`src/rtl/imp_sqr_iter.sv`:
```
// imp_sqr_iter: iterative squarer built from nibble-pair partial products.
// The operand magnitude is split into K = DATA_W/4 nibbles. One nibble pair
// (i,j), i<=j, is folded into a 2*DATA_W accumulator per clock. Squares come
// from a 4-bit square table. Cross products use quarter-squares over a 5-bit
// square table, so the block contains no multiplier.
module imp_sqr_iter #(
  parameter int DATA_W    = 16,
  parameter int SIGNED_IN = 1
) (
  input  logic                  clk,
  input  logic                  rst_n,
  input  logic                  clear,
  input  logic                  in_valid,
  output logic                  in_ready,
  input  logic [DATA_W-1:0]     in_data,
  output logic                  out_valid,
  input  logic                  out_ready,
  output logic [2*DATA_W-1:0]   out_data,
  output logic                  busy
);

  localparam int K  = DATA_W / 4;
  localparam int AW = 2 * DATA_W;
  localparam int IW = (K > 1) ? $clog2(K) : 1;
  localparam logic [IW-1:0] LAST = IW'(K - 1);

  typedef enum logic [1:0] {
    IDLE = 2'd0,
    CALC = 2'd1,
    DONE = 2'd2
  } state_t;

  state_t            state;
  logic [DATA_W-1:0] mag;
  logic [AW-1:0]     acc;
  logic [IW-1:0]     i_idx;
  logic [IW-1:0]     j_idx;

  logic [3:0]        ni;
  logic [3:0]        nj;
  logic [4:0]        nsum;
  logic [4:0]        ndif;
  logic [9:0]        qdiff;
  logic [8:0]        cross2;
  logic [IW:0]       ij_sum;
  logic [AW-1:0]     term;
  logic [AW-1:0]     acc_nxt;

  // 16-entry table of 4-bit squares, used on the diagonal pairs
  function automatic logic [7:0] sq4(input logic [3:0] n);
    case (n)
      4'd0:  sq4 = 8'd0;
      4'd1:  sq4 = 8'd1;
      4'd2:  sq4 = 8'd4;
      4'd3:  sq4 = 8'd9;
      4'd4:  sq4 = 8'd16;
      4'd5:  sq4 = 8'd25;
      4'd6:  sq4 = 8'd36;
      4'd7:  sq4 = 8'd49;
      4'd8:  sq4 = 8'd64;
      4'd9:  sq4 = 8'd81;
      4'd10: sq4 = 8'd100;
      4'd11: sq4 = 8'd121;
      4'd12: sq4 = 8'd144;
      4'd13: sq4 = 8'd169;
      4'd14: sq4 = 8'd196;
      4'd15: sq4 = 8'd225;
    endcase
  endfunction

  // 32-entry table of 5-bit squares, feeding the quarter-square products
  function automatic logic [9:0] sq5(input logic [4:0] n);
    case (n)
      5'd0:  sq5 = 10'd0;
      5'd1:  sq5 = 10'd1;
      5'd2:  sq5 = 10'd4;
      5'd3:  sq5 = 10'd9;
      5'd4:  sq5 = 10'd16;
      5'd5:  sq5 = 10'd25;
      5'd6:  sq5 = 10'd36;
      5'd7:  sq5 = 10'd49;
      5'd8:  sq5 = 10'd64;
      5'd9:  sq5 = 10'd81;
      5'd10: sq5 = 10'd100;
      5'd11: sq5 = 10'd121;
      5'd12: sq5 = 10'd144;
      5'd13: sq5 = 10'd169;
      5'd14: sq5 = 10'd196;
      5'd15: sq5 = 10'd225;
      5'd16: sq5 = 10'd256;
      5'd17: sq5 = 10'd289;
      5'd18: sq5 = 10'd324;
      5'd19: sq5 = 10'd361;
      5'd20: sq5 = 10'd400;
      5'd21: sq5 = 10'd441;
      5'd22: sq5 = 10'd484;
      5'd23: sq5 = 10'd529;
      5'd24: sq5 = 10'd576;
      5'd25: sq5 = 10'd625;
      5'd26: sq5 = 10'd676;
      5'd27: sq5 = 10'd729;
      5'd28: sq5 = 10'd784;
      5'd29: sq5 = 10'd841;
      5'd30: sq5 = 10'd900;
      5'd31: sq5 = 10'd961;
    endcase
  endfunction

  // Unsigned magnitude of the operand; the most-negative code maps onto
  // 2^(DATA_W-1), which is still representable as DATA_W unsigned bits.
  function automatic logic [DATA_W-1:0] magnitude(input logic [DATA_W-1:0] x);
    logic signed [DATA_W-1:0] xs;
    xs = $signed(x);
    if (SIGNED_IN != 0 && xs < 0)
      magnitude = $unsigned(-xs);
    else
      magnitude = x;
  endfunction

  // Partial product of the current nibble pair, aligned to its weight
  always_comb begin
    ni      = 4'(mag >> {i_idx, 2'b00});
    nj      = 4'(mag >> {j_idx, 2'b00});
    nsum    = {1'b0, ni} + {1'b0, nj};
    ndif    = (ni >= nj) ? {1'b0, ni - nj} : {1'b0, nj - ni};
    // (a+b)^2 - (a-b)^2 = 4ab; halving it yields the doubled cross term
    qdiff   = sq5(nsum) - sq5(ndif);
    cross2  = 9'(qdiff >> 1);
    ij_sum  = {1'b0, i_idx} + {1'b0, j_idx};
    term    = '0;
    if (i_idx == j_idx)
      term = AW'(sq4(ni)) << {i_idx, 3'b000};
    else
      term = AW'(cross2) << {ij_sum, 2'b00};
    acc_nxt = acc + term;
  end

  // Control FSM with registered handshake outputs and the accumulator datapath
  always_ff @(posedge clk or negedge rst_n) begin
    if (!rst_n) begin
      state     <= IDLE;
      in_ready  <= 1'b1;
      out_valid <= 1'b0;
      busy      <= 1'b0;
      out_data  <= '0;
      acc       <= '0;
      mag       <= '0;
      i_idx     <= '0;
      j_idx     <= '0;
    end else if (clear) begin
      state     <= IDLE;
      in_ready  <= 1'b1;
      out_valid <= 1'b0;
      busy      <= 1'b0;
      out_data  <= '0;
      acc       <= '0;
      i_idx     <= '0;
      j_idx     <= '0;
    end else begin
      case (state)
        IDLE: begin
          if (in_valid) begin
            mag      <= magnitude(in_data);
            acc      <= '0;
            i_idx    <= '0;
            j_idx    <= '0;
            state    <= CALC;
            in_ready <= 1'b0;
            busy     <= 1'b1;
          end
        end
        CALC: begin
          acc <= acc_nxt;
          if (i_idx == LAST && j_idx == LAST) begin
            state     <= DONE;
            out_valid <= 1'b1;
            out_data  <= acc_nxt;
          end else if (j_idx == LAST) begin
            i_idx <= i_idx + 1'b1;
            j_idx <= i_idx + 1'b1;
          end else begin
            j_idx <= j_idx + 1'b1;
          end
        end
        DONE: begin
          if (out_ready) begin
            state     <= IDLE;
            out_valid <= 1'b0;
            out_data  <= '0;
            busy      <= 1'b0;
            in_ready  <= 1'b1;
          end
        end
        default: begin
          state     <= IDLE;
          in_ready  <= 1'b1;
          out_valid <= 1'b0;
          busy      <= 1'b0;
          out_data  <= '0;
        end
      endcase
    end
  end

endmodule

```
`config.mk`:
```
export PLATFORM = sky130hd
export DESIGN_NAME = imp_sqr_iter
export DESIGN_NICKNAME = d
export VERILOG_FILES = /design/src/rtl/imp_sqr_iter.sv
export SDC_FILE = /design/constraint.sdc
export NUM_CORES = 1
export LEC_CHECK = 0
export BUFFER_PORTS_ARGS = -buffer_cell sky130_fd_sc_hd__buf_4
export CAP_MARGIN = 15
export CELL_PAD_IN_SITES_DETAIL_PLACEMENT = 1
export CELL_PAD_IN_SITES_GLOBAL_PLACEMENT = 1
export CORE_MARGIN = 2
export CORE_UTILIZATION = 47
export DETAILED_ROUTE_END_ITERATION = 10
export PLACE_DENSITY = 0.83
export SLEW_MARGIN = 20
export SYNTH_ARGS = -nofsm -noshare
export SYNTH_HDL_FRONTEND = slang
export SYNTH_SLANG_ARGS = --single-unit
```
`constraint.sdc`:
```
create_clock -name clk -period 10.3 [get_ports clk]
set_input_delay 1.03 -clock clk [delete_from_list [all_inputs] [get_ports clk]]
set_output_delay 1.03 -clock clk [all_outputs]
set_load 0.005 [all_outputs]
```
## After elaboration in Yosys (flattened, before gate mapping)

Memory sizes are Yosys's and may differ from the RTL's.
Cells that the tools add are included.

- $lt $le $gt $ge: 2
- Bitwise gates (word level): 1
- Shift-type cells: 4
- Equality and inequality tests: 12
- Add/sub/neg operators: 9
- Reductions and logical operators: 10
- Mux-type cells: 36

Operators by type and width:

| cell | count |
|---|---|
| $mux W32 | 6 |
| $pmux W32 S3 | 1 |
| $pmux W32 S2 | 1 |
| $add A32 B32 Y32 | 1 |
| $shl A8 B5 Y32 | 1 |
| $shl A9 B5 Y32 | 1 |
| $shr A16 B4 Y4 | 2 |
| $mux W2 | 11 |
| $lt A16 B1 Y1 const B | 1 |
| $mux W16 | 1 |
| $neg A16 Y16 | 1 |
| $ne A3 B3 Y1 const B | 5 |
| $reduce_and A3 Y1 | 5 |
| $sub A10 B10 Y10 | 1 |
| $pmux W1 S3 | 3 |
| $mux W1 | 8 |
| $mux W8 | 1 |
| $pmux W2 S2 | 2 |
| $sub A4 B4 Y4 | 2 |
| $eq A2 B2 Y1 const B | 3 |
| $pmux W2 S3 | 1 |
| $add A4 B4 Y5 | 1 |
| $add A2 B1 Y2 const B | 2 |
| $ge A4 B4 Y1 | 1 |
| 11 further kinds | 12 |

- Memories: 3
- Register bits after elaboration: 89
- Bits in read-only memories: 688

Memories:

| memory | words | width | rd ports | clocked after Yosys merged registers in | write ports | RTL line | RTL |
|---|---|---|---|---|---|---|---|
| (no name shown) | 32 | 9 | 1 | 0 | 0 | 73 | `case (n)` |
| (no name shown) | 32 | 9 | 1 | 0 | 0 | 73 |  |
| (no name shown) | 16 | 7 | 1 | 0 | 0 | 51 | `case (n)` |

## Longest topological paths before layout

Gate-level depths: netlist of the first run.
An unclocked memory read counts as a cell.

- Depth after elaboration: 11
- Mapped depth: 34
- Mapped depth without buffers: 33

## Worst setup path before layout of the first run

OpenSTA, ideal clock, no wires.

- Kind: register -> register
- From: register i_idx[0]
- To: register out_data[31]
- Data arrival time: 7185 ps
- Required time: 10204 ps
- Path buffers: 1
- Stages on the path, launching flop included: 35
- Path slack: 3020 ps
- Library setup time: 96 ps
- Path through: dfrtp_1 > clkbuf_1 > mux4_2 > inv_1 > ha_1 > inv_1 > fa_1 > a21oi_1 > o21bai_1 > a21oi_1 > mux2i_1 > xnor2_1 > xnor2_1 > nor2_1 > a31oi_1 > ha_1 > a21oi_1 > a21boi_0 > o41a_1 > and3b_1 > o31ai_1 > nand2_1 > a32oi_1 > o21ai_0 > and2_1 > ha_1 > a21oi_1 > o21ai_0 > or3_1 > o21ai_0 > a21oi_1 > a41oi_1 > o21ai_0 > xor2_1 > o31ai_1

- Longest elaborated chain between the ends: 11
- Elaborated cells between the ends (all ways): 24

Ends and longest elaborated chain:

| item | RTL line | RTL |
|---|---|---|
| start, declared | 36 | `logic [IW-1:0] i_idx;` |
| start signal, assigned | 179 | `i_idx <= i_idx + 1'b1;` |
| $shr A16 B4 Y4 | 122 | `ni = 4'(mag >> {i_idx, 2'b00});` |
| $sub A4 B4 Y4 / $ge A4 B4 Y1 (equally long branches) | 125 | `ndif = (ni >= nj) ? {1'b0, ni - nj} : {1'b0, nj - ni};` |
| $mux W4 | 125 |  |
| $mem_v2 Z32 W9 | - |  |
| $sub A10 B10 Y10 | 127 | `qdiff = sq5(nsum) - sq5(ndif);` |
| $shl A9 B5 Y32 | 134 | `term = AW'(cross2) << {ij_sum, 2'b00};` |
| $mux W32 | 131 | `if (i_idx == j_idx)` |
| $add A32 B32 Y32 | 135 | `acc_nxt = acc + term;` |
| $mux W32 | 174 | `if (i_idx == LAST && j_idx == LAST) begin` |
| $pmux W32 S3 | 160 | `case (state)` |
| $mux W32 | 150 | `end else if (clear) begin` |
| end signal, assigned | 177 | `out_data <= acc_nxt;` |
| end, declared | 18 | `output logic [2*DATA_W-1:0] out_data,` |

Several ways; a longest one is shown, not always the timed one. The select of a mux whose other input is x is not followed.
A chain may end at the register's enable or synchronous reset.

## Worst setup path after layout of the first run

Same ends and word-level chain as after synthesis.

==> run_results.csv, run 1 <==
group,metric,value,unit
status,status,"complete, no violations",
logic_synthesis,syn-instance-count,824,
sta,finalWorstSetupSlack,1740,ps
placed_design,dp_slack,1880,ps
job,max_cap_viol_count,0,
routing,routed_wl,21000,um
setup_path,rrSetupSlack,1740,ps
global_routing,overflow,0,
global_routing,grt_pass1_vias,6748,
setup_path,cp.arrival,8810,ps
placed_design,place_area,7580,sq um
setup_path,cp_max_fo,15,
global_routing,antenna_found_initial,0,
placed_design,place_hpwl,15900,um
routing,drtIter0Drc,294,
finish,area_growth,11.8,%
sta,max_freq,117,MHz
cts,postCtsSetupBuffers,0,
routing,drt_pass1_iterations,5,
cts,clk_pin_slew,70,ps
routing,detail-route-antenna-nets,0,
setup_path,r2r_start,"i_idx[0]",
setup_path,setup.worst_path.start,"i_idx[0]",
routing,vias_per_cell,6.07,
logic_synthesis,ys_warn_count,0,
finish,fin_area,7900,sq um
floorplanning,die_w,127,um
routing,drc,0,
cts,ctsLongestPathBuffers,2,
logic_synthesis,syn_nets,914,
cts,worstSkewPairLatency,350,ps
logic_synthesis,synth_edf_count,0,
power,p_leak,0.00400,uW
setup_path,r2r-end,"out_data[31]",
global_routing,grt_max_degree,59,
cts,clock_sinks,89,
cts,cts-root-buf,"clkbuf_16",
finish,fillers,1692,
placed_design,port_buffers,55,
setup_path,worstPathRequired,10550,ps
sta,drv_slew,0,
logic_synthesis,async_flop_share,1.00,
sta,skew,7.85,ps
logic_synthesis,ys_types,70,
cts,htreeDepth,3,
worst_hold_path,min_from,"out_data[22]",
logic_synthesis,syn_area_per_cell,8.57,sq um
finish,drive_gt1_frac,0.118,
floorplanning,die-area,16000,sq um
sta,setup_tns,0,ps
setup_path,startpoint_type,"register",
finish,diodes,0,
worst_hold_path,min_path_type,"reg -> reg",
logic_synthesis,ys_seq_elements,89,
sta,setup_viol_count_final,0,
sta,worst_pin_slew,999,ps
placed_design,finalWeightedCongestion,0.917,
worst_hold_path,hold_path_end,"out_data[22]",
finish,fin_nets,948,
global_routing,grtUsageTotal,0.267,
setup_path,worst_path_max_delay_cell,"dfrtp_1",
sta,hold_viol,0,
global_routing,grt_pass1_wl,34500,um
setup_path,endpoint_kind,"register",
finish,final_common_cell,"nand2_1",
logic_synthesis,synth-main-ff-cell,"dfrtp_1",
sta,slew_headroom,0.332,
logic_synthesis,yosysSeqAreaShare,0.315,
logic_synthesis,synth_area,7060,sq um
routing,routedWlPerCell,20.1,um
setup_path,path_common_cell,"a21oi_1",
power,ir_worst_vdd,0.264,mV
cts,cts_hold_buf,0,
cts,cts_tree,"built",
setup_path,slowest_delay,690,ps
sta,rsz0062_at_grt,"false",
finish,regArea,2230,sq um
setup_path,r2r_cells,33,
power,cellPowerDensity,268,nW/um^2
sta,post-route-period-util,0.831,
power,p_total,2120,uW
cts,cts_buffers,9,
setup_path,critPathKind,"reg -> reg",
floorplanning,initial_core_util,0.484,
routing,vias,6357,
floorplanning,core,14600,sq um
cts,cts_resized,0,
sta,period_minus_slack,8560,ps
worst_hold_path,whs_path_depth,2,
floorplanning,io-pin-count,56,
floorplanning,rows,44,
finish,multiInputGateArea,4600,sq um
finish,layout_common_cells,"nand2_1 (152), dfrtp_1 (88), o21ai_0 (66)",
floorplanning,die_height,127,um
[per-layer routing]
metal  track usage  up-vias  part of all wire
met2         0.472      157              0.50
met3        0.0350       33             0.039
li1              -     2985                 -
met1         0.341     3182              0.44
met5             0        -                 0
met4        0.0827        0             0.019
[final cells by class]
| type | count | area share |
|---|---|---|
| repair buffers | 59 | 0.0561 |
| multi-input cells | 674 | 0.582 |
| clock inverters | 5 | 0.00792 |
| flip-flops and latches | 89 | 0.282 |
| well taps | 184 | 0.0292 |
| clock buffers | 11 | 0.0307 |
| inverters | 25 | 0.0119 |
[where the power goes]
part	switching, uW	internal [uW]
combinational	860	503
sequential	30.5	380
clock	147	196
[flip-flops by register name, indices dropped and copies added, names as in the netlist]
signal	count
acc	32
busy	1
i_idx	2
in_ready	1
j_idx	2
mag	16
out_data	32
out_valid	1
state	2
[synthesized netlist by cell type (8+ instances only)]
cell type | n | area, sq um
nand2_1 | 152 | 571
dfrtp_1 | 88 | 2200
o21ai_0 | 66 | 330
ha_1 | 63 | 788
nor2_1 | 57 | 214
a21oi_1 | 52 | 260
xnor2_1 | 31 | 272
clkbuf_1 | 28 | 105
inv_1 | 25 | 93.8
a21o_1 | 24 | 180
xor2_1 | 22 | 193
and2_1 | 16 | 100
nor3_1 | 15 | 75.1
a22o_1 | 14 | 123
nand2b_1 | 14 | 87.6
mux2i_1 | 10 | 100
a31oi_1 | 9 | 56.3
mux4_2 | 8 | 180
nor2b_1 | 8 | 50.1
o31ai_1 | 8 | 60.1
[metrics by stage]
step / hold WS [ps] / util / cells
6_report: 484 / 0.541 / 1047
3_3_place_gp: 465 / 0.520 / 1031
5_1_grt: 513 / 0.541 / 1047
4_1_cts: 489 / 0.541 / 1047
3_5_place_dp: 475 / 0.520 / 1031
2_1_floorplan: 452 / - / 824
[critical path, delay by kind of cell, from the launching register on]
kind	cells	cell delay (ps)
AND/OR/NAND/NOR	5	1040
multiplexers	2	850
adder cells (fa/ha/maj)	4	1160
XOR/XNOR	3	820
flip-flops	1	690
AO/OA/AOI/OAI	17	3710
buffers and inverters	2	160
[how the worst max path moves through the flow]
stage / end / slack [ps]
final: out_data[31] / 1740
after global routing: out_data[31] / 1080
after CTS: out_data[31] / 1820
after detailed placement: out_data[31] / 1880
after global placement: out_data[31] / 2340
after floorplan: out_data[31] / 3020
[logic make-up after synthesis]
group	Yosys count	synth area share
AO/OA/AOI/OAI	233	0.218
flip-flops	89	0.315
AND/OR/NAND/NOR	295	0.187
other	1	0.000531
adder cells (fa/ha/maj)	69	0.129
buffers and inverters	61	0.0370
XOR/XNOR	53	0.0657
multiplexers	23	0.0476
Power figures use the tool's default switching activity.
==> inputs of run 2 (changes only) <==
- clock period: 10.3 -> 8 ns (I/O delays scaled with it)
==> run 2 against run 1 <==
Die area stayed put. Cell area rose by 1.6%. Sequential share of layout area fell by 0.40 points. First-iteration DRC count up 25%. Sequential power rose by 28%. Worst setup slack got worse by 1300 ps. Global-route usage fell by 0.52 points. Critical path type unchanged. Largest power group unchanged.
==> run_results.csv, run 2 (synthesis results as in run 1) <==
group,metric,value,unit
placed_design,place_area,7640,sq um
floorplanning,io-pin-count,56,
sta,skew,11.3,ps
sta,drv_slew,0,
floorplanning,initial_core_util,0.484,
cts,clk_pin_slew,60,ps
global_routing,grt_util_met1,0.343,
worst_hold_path,min_path_type,"in -> async",
finish,layout_common_cells,"nand2_1 (152), dfrtp_1 (86), buf_4 (67)",
floorplanning,die_height,127,um
sta,hold_viol,0,
routing,drtIter0Drc,367,
finish,final_common_cell,"nand2_1",
global_routing,gr-max-usage-layer,"met2",
routing,vias,6296,
power,ir_worst_vdd,0.261,mV
sta,max_freq,132,MHz
status,status,"complete, no violations",
routing,drt_pass1_iterations,4,
cts,cts_tree,"built",
setup_path,worstPathRequired,8230,ps
job,max_cap_viol_count,0,
setup_path,slowest_delay,550,ps
setup_path,rrSetupSlack,430,ps
global_routing,grtUsageTotal,0.262,
global_routing,met3_usage,0.0380,
cts,htreeDepth,3,
setup_path,endpoint_kind,"register",
finish,fin_nets,956,
global_routing,overflow,0,
routing,routed_wl,20500,um
floorplanning,core,14600,sq um
setup_path,startpoint_type,"register",
power,cellPowerDensity,350,nW/um^2
cts,worstSkewPairLatency,350,ps
finish,diodes,0,
sta,post-route-period-util,0.946,
finish,reg_top3,"acc (32), out_data (32), mag (16)",
setup_path,cp_max_fo,5,
finish,instances_no_fill,1054,
placed_design,finalWeightedCongestion,0.912,
cts,cts_hold_buf,0,
sta,setup_tns,0,ps
finish,fillers,1721,
sta,period_minus_slack,7570,ps
placed_design,dp_cells,1038,
routing,drc,0,
global_routing,grt_max_degree,59,
floorplanning,die-area,16000,sq um
cts,ctsLongestPathBuffers,2,
floorplanning,die_w,127,um
sta,setup_viol_count_final,0,
routing,routedWlPerCell,19.5,um
sta,worst_pin_slew,968,ps
finish,drive_gt1_frac,0.140,
global_routing,use_met2,0.446,
finish,area_growth,13.5,%
routing,vias_per_cell,5.97,
floorplanning,rows,44,
routing,detail-route-antenna-nets,0,
setup_path,critPathKind,"reg -> reg",
setup_path,cp.arrival,7800,ps
placed_design,place_hpwl,15800,um
power,p_leak,0.00404,uW
global_routing,antenna_found_initial,0,
cts,cts-root-buf,"clkbuf_16",
sta,hold-worst-slack,465,ps
sta,slew_headroom,0.353,
cts,cts_buffers,9,
global_routing,grt_pass1_wl,34000,um
finish,fin_area,8020,sq um
global_routing,grt_pass1_vias,6777,
placed_design,port_buffers,55,
cts,clock_sinks,89,
setup_path,worst_path_max_delay_cell,"mux4_2",
[run 2: layer usage]
metal	wire, um	up-vias
met5	0	-
met4	459	0
met3	728	31
met2	10200	125
met1	9150	3136
li1	-	3004
[run 2: area by class of cell]
| type | count | area, sq um | area share |
|---|---|---|---|
| multi-input combinational | 674 | 4660 | 0.581 |
| clock buffer | 10 | 239 | 0.0298 |
| inverter | 25 | 93.8 | 0.0117 |
| sequential | 89 | 2230 | 0.278 |
| tap | 184 | 230 | 0.0287 |
| timing repair buffer | 67 | 503 | 0.0627 |
| clock inverter | 5 | 65.1 | 0.00811 |
[run 2: power breakdown]
part	total, uW	leakage (uW)	switching, uW	internal (uW)
sequential	526	0.00121	37.2	489
clock	438	0.000143	186	252
combinational	1840	0.00269	1130	711
[run 2: what timing repair did]
item	CTS	global route
setup buffers	0	1
gates resized for setup	0	16
setup endpoints to repair	0	26
[run 2: critical path: cells and delay by family, from the launching register on]
kind	cells	cell delay [ps]
AO/OA/AOI/OAI	15	3290
adder cells (fa/ha/maj)	4	1110
XOR/XNOR	4	860
multiplexers	2	850
AND/OR/NAND/NOR	5	580
flip-flops	1	440
buffers and inverters	3	310
[run 2: through the flow]
stage	worst slack, ps	util	total power, uW
final	433	0.550	2810
after global routing	-94.3	0.550	3020
after CTS	5.67	0.544	2730
after detailed placement	50.2	0.523	2280
after global placement	384	0.523	2210
after floorplan	720	-	1780
[run 2: worst paths after layout]
| path | from | to | cells after the start |
|---|---|---|---|
| worst max register to register | i_idx[0] | out_data[30] | 33 |
| min in group clk | out_valid | out_valid | 1 |
| worst min-delay path | rst_n | out_valid | 1 |
| worst min register to register | out_valid | out_valid | 1 |
| max in group asynchronous | rst_n | i_idx[0] | 2 |
| worst max-delay path | i_idx[0] | out_data[30] | 33 |
